<file path="src/rtl/pipeline_control_irq_return_seq.sv">
// pipeline_control_irq_return_seq
//   Interrupt-return sequencer. On a start request it reloads P_WORDS saved context
//   words from the interrupt stack. Each load goes out through a load port that allows
//   one outstanding request. Each returned word is presented as a registered restore
//   write, and a one-cycle finish pulse follows the last word.
//   Optional feature macro: MIST32_IRQ_RETURN_SPR_UPDATE_EN. When it is defined, the
//   block also emits the popped stack pointer together with the finish pulse.
module pipeline_control_irq_return_seq #(
  parameter int P_WORDS     = 3,
  parameter int P_ADDR_STEP = 4,
  parameter int P_IDX_W     = 4
) (
  input  logic               iCLOCK,
  input  logic               inRESET,
  input  logic               iRESET_SYNC,
  input  logic               iRETURN_START,
  input  logic [31:0]        iSTACK_BASE,
  output logic               oBUSY,
  output logic               oLD_REQ,
  output logic [31:0]        oLD_ADDR,
  input  logic               iLD_BUSY,
  input  logic               iLD_VALID,
  input  logic [31:0]        iLD_DATA,
  output logic               oRESTORE_VALID,
  output logic [P_IDX_W-1:0] oRESTORE_IDX,
  output logic [31:0]        oRESTORE_DATA,
  output logic               oFINISH,
  output logic               oNEW_SPR_VALID,
  output logic [31:0]        oNEW_SPR
);

  typedef enum logic [1:0] {
    ST_IDLE = 2'd0,
    ST_REQ  = 2'd1,
    ST_WAIT = 2'd2,
    ST_DONE = 2'd3
  } state_t;

  localparam logic [P_IDX_W-1:0] LAST_IDX  = P_IDX_W'(P_WORDS - 1);
  localparam logic [31:0]        ADDR_STEP = 32'(P_ADDR_STEP);

  state_t               state_q, state_d;
  logic [P_IDX_W-1:0]   idx_q, idx_d;
  logic [31:0]          ld_addr_q, ld_addr_d;
  logic                 restore_valid_q, restore_valid_d;
  logic [P_IDX_W-1:0]   restore_idx_q, restore_idx_d;
  logic [31:0]          restore_data_q, restore_data_d;
  logic                 finish_q, finish_d;

`ifdef MIST32_IRQ_RETURN_SPR_UPDATE_EN
  localparam logic [31:0] FRAME_BYTES = 32'(P_WORDS * P_ADDR_STEP);
  logic [31:0] base_q, base_d;
  logic        new_spr_valid_q, new_spr_valid_d;
  logic [31:0] new_spr_q, new_spr_d;
`endif

  // Next-state and registered-output computation; sync reset aborts everything.
  always_comb begin
    state_d         = state_q;
    idx_d           = idx_q;
    ld_addr_d       = ld_addr_q;
    restore_valid_d = 1'b0;
    restore_idx_d   = restore_idx_q;
    restore_data_d  = restore_data_q;
    finish_d        = 1'b0;
`ifdef MIST32_IRQ_RETURN_SPR_UPDATE_EN
    base_d          = base_q;
    new_spr_valid_d = 1'b0;
    new_spr_d       = new_spr_q;
`endif
    if (iRESET_SYNC) begin
      state_d        = ST_IDLE;
      idx_d          = '0;
      ld_addr_d      = 32'h0000_0000;
      restore_idx_d  = '0;
      restore_data_d = 32'h0000_0000;
`ifdef MIST32_IRQ_RETURN_SPR_UPDATE_EN
      base_d         = 32'h0000_0000;
      new_spr_d      = 32'h0000_0000;
`endif
    end else begin
      case (state_q)
        ST_IDLE: begin
          if (iRETURN_START) begin
            state_d   = ST_REQ;
            idx_d     = '0;
            ld_addr_d = iSTACK_BASE;
`ifdef MIST32_IRQ_RETURN_SPR_UPDATE_EN
            base_d    = iSTACK_BASE;
`endif
          end else begin
            state_d = ST_IDLE;
          end
        end
        ST_REQ: begin
          // Address is a register, so it stays put while the port stalls.
          if (!iLD_BUSY) begin
            state_d = ST_WAIT;
          end else begin
            state_d = ST_REQ;
          end
        end
        ST_WAIT: begin
          if (iLD_VALID) begin
            restore_valid_d = 1'b1;
            restore_idx_d   = idx_q;
            restore_data_d  = iLD_DATA;
            if (idx_q < LAST_IDX) begin
              state_d   = ST_REQ;
              idx_d     = idx_q + P_IDX_W'(1);
              // Running sum equals base + idx*step modulo 2^32 without a multiplier.
              ld_addr_d = ld_addr_q + ADDR_STEP;
            end else begin
              // Finish is launched with the last restore so both appear together.
              state_d   = ST_DONE;
              finish_d  = 1'b1;
`ifdef MIST32_IRQ_RETURN_SPR_UPDATE_EN
              new_spr_valid_d = 1'b1;
              new_spr_d       = base_q + FRAME_BYTES;
`endif
            end
          end else begin
            state_d = ST_WAIT;
          end
        end
        ST_DONE: begin
          // A start arriving here is dropped; only IDLE accepts requests.
          state_d = ST_IDLE;
        end
        default: begin
          state_d = ST_IDLE;
        end
      endcase
    end
  end

  // State and output registers with asynchronous active-low reset.
  always_ff @(posedge iCLOCK or negedge inRESET) begin
    if (!inRESET) begin
      state_q         <= ST_IDLE;
      idx_q           <= '0;
      ld_addr_q       <= 32'h0000_0000;
      restore_valid_q <= 1'b0;
      restore_idx_q   <= '0;
      restore_data_q  <= 32'h0000_0000;
      finish_q        <= 1'b0;
    end else begin
      state_q         <= state_d;
      idx_q           <= idx_d;
      ld_addr_q       <= ld_addr_d;
      restore_valid_q <= restore_valid_d;
      restore_idx_q   <= restore_idx_d;
      restore_data_q  <= restore_data_d;
      finish_q        <= finish_d;
    end
  end

`ifdef MIST32_IRQ_RETURN_SPR_UPDATE_EN
  // Latched frame base and stack pointer update registers.
  always_ff @(posedge iCLOCK or negedge inRESET) begin
    if (!inRESET) begin
      base_q          <= 32'h0000_0000;
      new_spr_valid_q <= 1'b0;
      new_spr_q       <= 32'h0000_0000;
    end else begin
      base_q          <= base_d;
      new_spr_valid_q <= new_spr_valid_d;
      new_spr_q       <= new_spr_d;
    end
  end

  assign oNEW_SPR_VALID = new_spr_valid_q;
  assign oNEW_SPR       = new_spr_q;
`else
  assign oNEW_SPR_VALID = 1'b0;
  assign oNEW_SPR       = 32'h0000_0000;
`endif

  assign oBUSY          = (state_q != ST_IDLE);
  assign oLD_REQ        = (state_q == ST_REQ);
  assign oLD_ADDR       = ld_addr_q;
  assign oRESTORE_VALID = restore_valid_q;
  assign oRESTORE_IDX   = restore_idx_q;
  assign oRESTORE_DATA  = restore_data_q;
  assign oFINISH        = finish_q;

endmodule

</file>
<file path="config.mk">
export PLATFORM = sky130hd
export DESIGN_NAME = pipeline_control_irq_return_seq
export DESIGN_NICKNAME = d
export VERILOG_FILES = /design/src/rtl/pipeline_control_irq_return_seq.sv
export SDC_FILE = /design/constraint.sdc
export NUM_CORES = 1
export LEC_CHECK = 0
export ABC_AREA = 1
export CAP_MARGIN = 20
export CORE_ASPECT_RATIO = 0.7
export CORE_MARGIN = 5
export CORE_UTILIZATION = 44
export DETAILED_ROUTE_END_ITERATION = 6
export MAX_ROUTING_LAYER = met4
export PLACE_DENSITY = 0.81
export SLEW_MARGIN = 20
export SYNTH_ARGS = -nofsm -noshare
export SYNTH_HDL_FRONTEND = slang
export SYNTH_SLANG_ARGS = --single-unit
export TNS_END_PERCENT = 10
</file>
<file path="constraint.sdc">
create_clock -name iCLOCK -period 2.1 [get_ports iCLOCK]
set_clock_uncertainty 0.05 [all_clocks]
set_input_delay 0.42 -clock iCLOCK [delete_from_list [all_inputs] [get_ports iCLOCK]]
set_output_delay 0.42 -clock iCLOCK [all_outputs]
set_load 0.03 [all_outputs]
</file>
## Yosys cells after proc, flatten, opt, wreduce, memory -nomap -nowiden

Index checks and enable logic that the tools add are counted.

| cells by class | value |
|---|---|
| $add $sub $neg | 2 |
| div/mod/pow operators | 0 |
| bitwise gates (word level) | 0 |
| shift operators | 0 |
| eq/ne operators | 6 |
| $mul | 0 |
| reductions and logical operators | 7 |
| multiplexer cells | 29 |
| magnitude comparators | 1 |

Operator list:

| kind | number |
|---|---|
| $mux W32 | 7 |
| $pmux W32 S2 | 1 |
| $add A32 B3 Y32 const B | 1 |
| $mux W4 | 7 |
| $ne A3 B3 Y1 const B | 3 |
| $mux W1 | 8 |
| $mux W2 | 4 |
| $pmux W2 S4 | 1 |
| $pmux W4 S2 | 1 |
| $reduce_bool A2 Y1 | 3 |
| $add A4 B1 Y4 const B | 1 |
| $eq A2 B2 Y1 const B | 2 |
| $lt A4 B2 Y1 const B | 1 |
| $reduce_and A4 Y1 | 1 |
| $reduce_bool A3 Y1 | 1 |
| $eq A2 B1 Y1 const B | 1 |
| $logic_not A2 Y1 | 1 |
| $reduce_and A2 Y1 | 1 |

| word-level totals | value |
|---|---|
| register bits | 76 |
| logic and storage cells | 52 |
| output and inout bits | 105 |
| bits in writable memories | 0 |
| bits of input ports | 70 |
| bits in read-only memories | 0 |
| memories | 0 |
| latch bits | 0 |

## Depth between registers and ports, before layout

Gate-level depths: netlist of the first run.

| logic depth | value |
|---|---|
| depth in word-level cells | 5 |
| gate-level depth with buffers | 12 |
| gate-level depth less buffers | 10 |

## Least setup slack after synthesis of the first run

Ideal clock, no wire load.

| timing | value |
|---|---|
| path type | flip-flop to flip-flop |
| start point | register ld_addr_q[3] (netlist: oLD_ADDR[3]) |
| end point | register ld_addr_q[26] (netlist: oLD_ADDR[26]) |
| data required time | 1933 ps |
| data arrival time | 1599 ps |
| clock period less this slack | 1767 ps |
| path buffers | 0 |
| stages on the path, launching flop included | 11 |
| setup slack | 333 ps |
| setup time | 117 ps |
| path through | dfrtp_1 > ha_1 > nand2_1 > nor2_1 > nand2_1 > nor2_1 > nand2_1 > nand2_1 > nand3_1 > nand2_1 > nand2_1 |

| on the way | value |
|---|---|
| longest elaborated chain between the ends | 5 |

Ends and longest elaborated chain:

| element | RTL line | RTL |
|---|---|---|
| start: declaration | 44 | `logic [31:0] ld_addr_q, ld_addr_d;` |
| start signal: assignment | 150 | `ld_addr_q <= ld_addr_d;` |
| $add A32 B3 Y32 | 112 | `ld_addr_d = ld_addr_q + ADDR_STEP;` |
| $mux W32 | 108 | `if (idx_q < LAST_IDX) begin` |
| $mux W32 | 104 | `if (iLD_VALID) begin` |
| $pmux W32 S2 | 82 | `case (state_q)` |
| $mux W32 | 71 | `if (iRESET_SYNC) begin` |

No other way between the ends. The select of a mux whose other input is x is not followed.
A chain may end at the register's enable or synchronous reset.

## Worst setup path in the final report of the first run

| timing | value |
|---|---|
| start point | register state_q[1] |
| end point | output oBUSY |

| on the way | value |
|---|---|
| longest elaborated chain between the ends | 1 |

Ends and longest elaborated chain:

| element | RTL line | RTL |
|---|---|---|
| start: declaration | 42 | `state_t state_q, state_d;` |
| start signal: assignment | 148 | `state_q <= state_d;` |
| $reduce_bool A2 Y1 | 179 | `assign oBUSY = (state_q != ST_IDLE);` |
| end: declaration | 18 | `output logic oBUSY,` |

No other way between the ends.

==> results of run 1 <==
[cell type report]
type / instances / area (um^2)
Sequential cell: 76 / 1900
Multi-Input combinational cell: 483 / 2040
Tap cell: 128 / 160
Fill cell: 881 / 3580
Timing Repair Buffer: 152 / 1520
Clock buffer: 12 / 256
Clock inverter: 4 / 23.8
Inverter: 41 / 156
[where the power goes]
group          internal [mW]  switching (mW)
registers               1.55           0.116
logic                  0.366           0.546
clock network          0.861           0.599
[flip-flops by register name, indices dropped and copies added, names as in the netlist]
| register | cells |
|---|---|
| oLD_ADDR | 32 |
| oRESTORE_IDX | 4 |
| state_q | 2 |
| oRESTORE_VALID | 1 |
| idx_q | 4 |
| oRESTORE_DATA | 32 |
| oFINISH | 1 |
[stage by stage]
stage | setup slack, ns | power [mW] | utilization | TNS [ns] | std cells
after floorplan | 0.333 | 2.21 | - | 0 | 656
after global placement | -0.405 | 2.57 | 0.597 | -7.17 | 879
after detailed placement | -0.0494 | 2.59 | 0.598 | -0.523 | 879
after CTS | 0.0322 | 4.06 | 0.628 | 0 | 896
after global routing | 0.00397 | 4.21 | 0.629 | 0 | 896
final | 0.105 | 4.04 | 0.629 | 0 | 896
[placed cells by master, fill, tap and decap left out]
cell type and count:
clkinv_4 1, dlymetal6s2s_1 1, dlygate4sd3_1 1, o22ai_1 2, inv_1 37, and2_1 1
dfrtp_1 76, nor2_1 92, buf_4 9, nor2_4 1, clkbuf_1 1, nor2_2 3
nand2_2 2, o41ai_1 1, ha_1 2, nand3_2 1, nand3_1 79, inv_4 1
conb_1 33, clkdlybuf4s50_1 139, a21oi_1 3, o21ai_0 23, nand2_1 224, clkbuf_8 2
inv_2 3, clkbuf_16 9, clkinv_2 3, mux2i_1 1, buf_12 2, xnor2_1 4
a22oi_1 1, o21ai_1 9, a31oi_1 1
[worst min-delay path by stage]
stage          slack (ns)                 to
5_1_grt              0.48   oRESTORE_DATA[6]
4_1_cts              0.46         state_q[1]
3_5_place_dp         0.35  oRESTORE_DATA[31]
6_report             0.46   oRESTORE_DATA[4]
3_3_place_gp         0.34  oRESTORE_DATA[30]
2_1_floorplan        0.07           idx_q[0]
[per-layer routing]
layer / up-vias / GRT usage / part of all wire
met4: 0 / 0.0629 / 0.016
met1: 2123 / 0.299 / 0.44
met2: 177 / 0.345 / 0.48
met3: 17 / 0.0405 / 0.064
met5: - / - / 0
li1: 2173 / - / -
[Yosys cell counts]
cell	count	area share
nand2_2	2	0.0029
inv_1	37	0.032
buf_6	2	0.0052
nand3_1	79	0.091
inv_2	3	0.0026
o21ai_1	9	0.010
nand3_2	1	0.0023
a22oi_1	1	0.0017
nand2_1	224	0.19
ha_1	2	0.0058
and2_1	1	0.0014
xnor2_1	4	0.0081
o41ai_1	1	0.0020
buf_2	8	0.0092
inv_4	1	0.0014
nor2_1	94	0.081
buf_4	35	0.061
a31oi_1	1	0.0014
mux2i_1	1	0.0023
nor2_2	2	0.0029
o22ai_1	2	0.0029
o21ai_0	23	0.027
dfrtp_1	76	0.44
buf_1	4	0.0035
clkbuf_1	7	0.0061
conb_1	1	0.00086
a21oi_1	3	0.0035
[logic make-up after synthesis]
| kind of cell | count (synthesis) | share of synthesized area |
|---|---|---|
| buf+inv | 97 | 0.121 |
| xor+xnor | 4 | 0.00807 |
| mux | 1 | 0.00231 |
| flops | 76 | 0.438 |
| other cells | 1 | 0.000864 |
| fa+ha+maj | 2 | 0.00577 |
| compound gates | 40 | 0.0484 |
| simple gates | 403 | 0.376 |
[worst max-delay path: stages (launching register included)]
cell and delay, ns:
dfrtp_1 0.38, inv_1 0.08, nand2_1 0.07, clkdlybuf4s50_1 0.67
[timing repair]
action | CTS | global route
hold buffers | 1 | 0
endpoints found under the setup margin | 0 | 5
resized for setup | 0 | 3
endpoints found under the hold margin | 28 | 0
==> results, run 1 <==
- From synthesis to final layout, the design area changed by 39.8%.
- The sequential fraction of the synthesis area is 0.438.
- The total global routing overflow is 0.
- The final antenna-violating net count is 0.
- The number of different library cells used by synthesis comes to 27.
- The final RePlAce weighted congestion is around 0.95.
- The number of H-tree levels is 3.
- Summing all placed instances gives a cell area of 5770 um^2.
- In the final routed layout, each cell accounts on average for 14.8 um.
- The launch instance of the worst register-to-register path is oLD_ADDR[2].
- The TritonCTS clock tree is yes.
- Derived from the worst setup path, the maximum achievable clock frequency is 0.501 GHz.
- Across all register-to-register paths, the minimum setup slack is 0.20 ns.
- The site row count is 30.
- The max-slew violation total from the final report is 0.
- The ratio of routed vias to standard cells is 5.01.
- The path type of the worst min-delay path is flip-flop to flip-flop.
- The first-pass iteration count of the detailed router is 5.
- The starting density of the core is 0.450.
- For this block, the routed nets add up to 13300 um of wire.
- The clock insertion delay at the later pin of the skew report is roughly 0.33 ns.
- The post-CTS repair timing setup buffer count is 0.
- The setup path with the least slack is of type flip-flop to output pin.
- The HPWL after detailed placement is between 9000 and 10000 um.
- In this run the worst setup path begins at state_q[1].
- Across every metal layer, demand over resource in global routing totals 0.222.
- The total setup violations reported at the end of the flow is 0.
- The standby leakage power is 2.79 nW.
- The tree is rooted in a clkbuf_16.
- In the final layout, the share of cells above drive strength 1 is 0.0482.
- Of the available clock period, the critical path in the final layout requires 0.950.
- The hold path startpoint is oRESTORE_DATA[4].
- After synthesis the cells add up to 4340 um^2.
- The die is 93.1 um tall.
- The nature of the critical path startpoint is a flip-flop.
- The number of hold violations in the final report is 0.
- Counting along the longest clock path gives a buffer depth of 2.
- The number of nets at the end of the flow is 835.
- Data on the critical path is required at its endpoint by roughly 1.6 ns.
- After synthesis, the mean cell area works out to 6.95 um^2.
- In this run, synthesis produced a sequential element count of 76.
- The detailed router's first-iteration violation count is roughly 330.
- In this run the worst path has a maximum fanout of 4.
- The die is 129 um wide.
- In the routed design, unresolved DRC markers number 0.
- Counting the buffers created by CTS gives 9.
- The actual transition at the worst max-transition pin is roughly 0.74 ns.
- The flow ran to the end, and the final reports show no timing, DRC or antenna violations.
- At the worst endpoint, the arrival time is 1.52 ns.
- Clock-pin slew was measured on the worst setup and hold paths at 0.06 ns.
- The final route contains 4490 vias.
- For this design the ratio of total power to cell area is 665 nW/um^2.
- STA classifies the critical path endpoint as an output pin.
- The initial antenna violation count came to 0.
- Headroom to the max-slew limit came out at 0.503.
- The maximum number of pins on one net before global-route repair is 52.
- The floorplan step defined a core boundary enclosing 9650 um^2.
- The count of pins on the block boundary is 175.
- The most critical setup path has its endpoint at oBUSY.
- Setup repair after global routing left no endpoint under its margin.
- For the worst flop-to-flop path, the logic depth is 10.
- Final hold analysis gives a worst-case slack of 0.459 ns.
- The via count of the first global-routing pass was ~4200.
- The capturing point of the worst reg2reg path is oLD_ADDR[28].
- The count of yosys warnings during synthesis is 0.
- The total die area is 12000 um^2.
- The first global-routing pass estimated ~21000 um of wire.
- The time the worst path needs with I/O delays and setup is ~2.0 ns.
- The number of maximum-capacitance constraint violations is 0.
- Synthesis produced roughly 620 cells.
- The number of antenna diodes in the final layout is 0.
- The number of clock sinks is 76.
- The total of buffers placed on input and output ports is between 100 and 150.
- The highest ir drop seen on vdd is 0.396 mV.
- The post-route cell area is 6060 um^2.
- The number of instances on the worst hold path is 2.
Note: power is estimated with default switching activity, not from simulation.
==> run 2: changes to the inputs <==
--- a/config.mk
+++ b/config.mk
@@ -11,7 +11,6 @@
 export CORE_MARGIN = 5
 export CORE_UTILIZATION = 44
 export DETAILED_ROUTE_END_ITERATION = 6
-export MAX_ROUTING_LAYER = met4
 export PLACE_DENSITY = 0.81
 export SLEW_MARGIN = 20
 export SYNTH_ARGS = -nofsm -noshare
==> run 2 against run 1 <==
Net effect: maximum frequency is 0.13% lower; cell area is 0.87% higher; flip-flop and latch count is the same; core utilization is 0.54 points higher; clock power rose by 25%; die area is the same; global-route usage is 0.77 points lower; non-clock buffer count shrank 2; sequential power about the same; largest cell class unchanged; largest power group is now the clock network.
==> results, run 2 (same netlist as run 1, synthesis figures left out) <==
- The routed layout has about 4500 vias.
- The number of nets at the end of the flow is 833.
- Summing all multi-input logic gate instances after layout gives 2040 um^2.
- In this run, post-CTS hold repair placed 0 buffers.
- The final antenna-violating net count is 0.
- The top cell types in the final layout, fill and taps aside, are 224 x nand2_1, 139 x clkdlybuf4s50_1, 92 x nor2_1.
- Summed over all nets, the half-perimeter wirelength after detailed placement is 9680 um.
- The type of the setup path with the least slack is flip-flop to output pin.
- The slowest cell on the critical path is clkdlybuf4s50_1.
- The maximum number of pins on one net before global-route repair is 52.
- IR analysis of the VDD net gives a maximum drop of 0.448 mV.
- For this run, design rule violations remaining after detail routing come to 0.
- The floorplan step defined a die boundary enclosing 12000 um^2.
- The cell family with the largest share of critical-path delay is buffers and inverters.
- Once placement finished, the instance area stood at 5760 um^2.
- The total of buffers placed on input and output ports is 141.
- The portion of the clock cycle consumed by the worst path in the final layout is 0.951.
- For the worst setup path, the data arrival time is 1.53 ns.
- The run finished with clean final reports.
- After detailed routing, the total wire length is 13200 um.
- The analysis attributes to cell leakage a power of approximately 2.8 nW.
- The share of total power dissipated in combinational logic is 0.207.
- The headroom to the max-slew limit is 0.506.
- The total global routing overflow is 0.
- The critical path buffer and inverter count is 1.
- For this run, the slowest stage of the critical path takes 0.74 ns.
- The area inside the core boundary is 9650 um^2.
- The antenna cell count is 0.
- Power spread over the standard cell area amounts to 717 nW/um^2.
- Setup repair after global routing left no endpoint under its margin.
- The first global-routing pass estimated 20800 um of wire.
- The final RePlAce weighted congestion is 0.923.
- The max-slew violation total from the final report is 0.
- After layout, the minimum clock period comes to 2.00 ns.
- The design internal power is 3.10 mW.
- For this block, the initial DRC count from the detailed router was 420.
- The total CTS buffers is 9.
- The number of instances in the placed design is 878.
- STA classifies the critical path endpoint as an output pin.
- The vertical die dimension is approximately 93 um.
- TritonCTS built the clock tree.
- For this run, the top clock speed supported by timing is 0.501 GHz.
- The initial antenna violation count is 0.
- The site row count is 30.
- The setup slack of the worst register-to-register path is around 0.20 ns.
- Data on the critical path is required at its endpoint by 1.63 ns.
- The cell chosen for the clock root is clkbuf_16.
- The path type of the worst min-delay path is input pin to asynchronous set/reset pin.
- For the pin with the worst max-slew slack, the measured transition is 0.740 ns.
- The ratio of routed vias to standard cells is between 5 and 6.
- The post-CTS repair timing setup buffer count is 0.
- Setup violations remaining at the end of the flow were counted as 0.
- The detailed-route wire length per cell is 14.8 um.
- The via count of the first global-routing pass came to 4218.
- The initial utilization of the core area, before any placement, comes to 0.450.
- The die is between 100 and 150 um wide.
- STA classifies the critical path startpoint as a flip-flop.
- The number of hold violations in the final report is 0.
- Registers take 1900 um^2.
- The number of cells upsized or downsized after cts is 0.
- The library cell used most frequently in the layout, excluding fill and tap cells, is nand2_1.
- Of all nets on the critical path, the largest fanout is 6.
- The filler cell count in the final layout is 855.
- The number of maximum-capacitance constraint violations is 0.
- The number of clock sinks is 76.
- The number of H-tree levels is 3.
- The area growth from synthesis to layout is 41.0%.
- Summing all non-filler instances in the final layout gives an area of 6120 um^2.
- Summed over all nets, the switching power comes to about 1.3 mW.
- The share of final-layout standard cells stronger than drive strength 1 is 0.0483.
- The share of total power consumed by net switching is 0.292.
- The finished layout holds 894 standard cells, fillers aside.
- The clock insertion delay at the later pin of the skew report is 0.33 ns.
- The pre-antenna-repair detailed-routing pass consisted of 4 iterations.
- After clock tree synthesis, the clock-pin slew on the worst setup and hold paths is around 0.060 ns.
- The aggregate global-route resource usage is 0.214.
- The signal on the critical path passes through clkdlybuf4s50_1.
- Of the total power, registers draw 0.378.
- The count of pins on the block boundary is 175.
- The maximum number of buffers from clock root to sink is 2.
- Of the total power, the clock network draws 0.414.
## run 2: path summary, 6_finish.rpt
path | start | end | depth (start not counted)
worst max-delay path | oLD_ADDR[27] | oLD_ADDR[27] | 1
worst min-delay path | inRESET | oRESTORE_DATA[2] | 1
worst max register to register | oLD_ADDR[2] | oLD_ADDR[20] | 10
worst min register to register | oRESTORE_DATA[8] | oRESTORE_DATA[8] | 2
max in group asynchronous | inRESET | oRESTORE_IDX[2] | 2
min in group iCLOCK | oRESTORE_DATA[8] | oRESTORE_DATA[8] | 2
## run 2: per-layer routing
metal / track usage / vias up / wire (um) / part of all wire
met2: 0.338 / 193 / 6240 / 0.47
met1: 0.302 / 2114 / 5710 / 0.43
met4: 0.0568 / 0 / 255 / 0.019
met5: 0 / - / 0 / 0
met3: 0.0411 / 21 / 995 / 0.075
li1: - / 2173 / - / -
## run 2: layout make-up
cell class | instances | area share
flip-flops and latches | 76 | 0.311
repair buffers | 150 | 0.246
clock buffers | 10 | 0.0391
inverters | 41 | 0.0256
clock inverters | 6 | 0.0182
multi-input cells | 483 | 0.334
well taps | 128 | 0.0262
## run 2: per-stage QoR
stage	TNS [ns]	util	power, mW	setup slack [ns]	hold slack [ns]
floorplan	0	-	2.21	0.333	0.0744
global placement	-6.98	0.596	2.57	-0.400	0.371
detailed placement	-0.682	0.597	2.59	-0.0601	0.378
CTS	0	0.633	4.42	0.0186	0.0239
global route	0	0.634	4.57	0.0269	0.0468
finish	0	0.634	4.39	0.103	0.0175
## run 2: power groups by stage
stage	Clock (mW)	Combinational (mW)	Sequential (mW)
2_1_floorplan	0	0.389	1.82
3_3_place_gp	0	0.892	1.68
3_5_place_dp	0	0.908	1.68
4_1_cts	1.84	0.914	1.66
5_1_grt	1.91	0.983	1.68
6_report	1.82	0.910	1.66
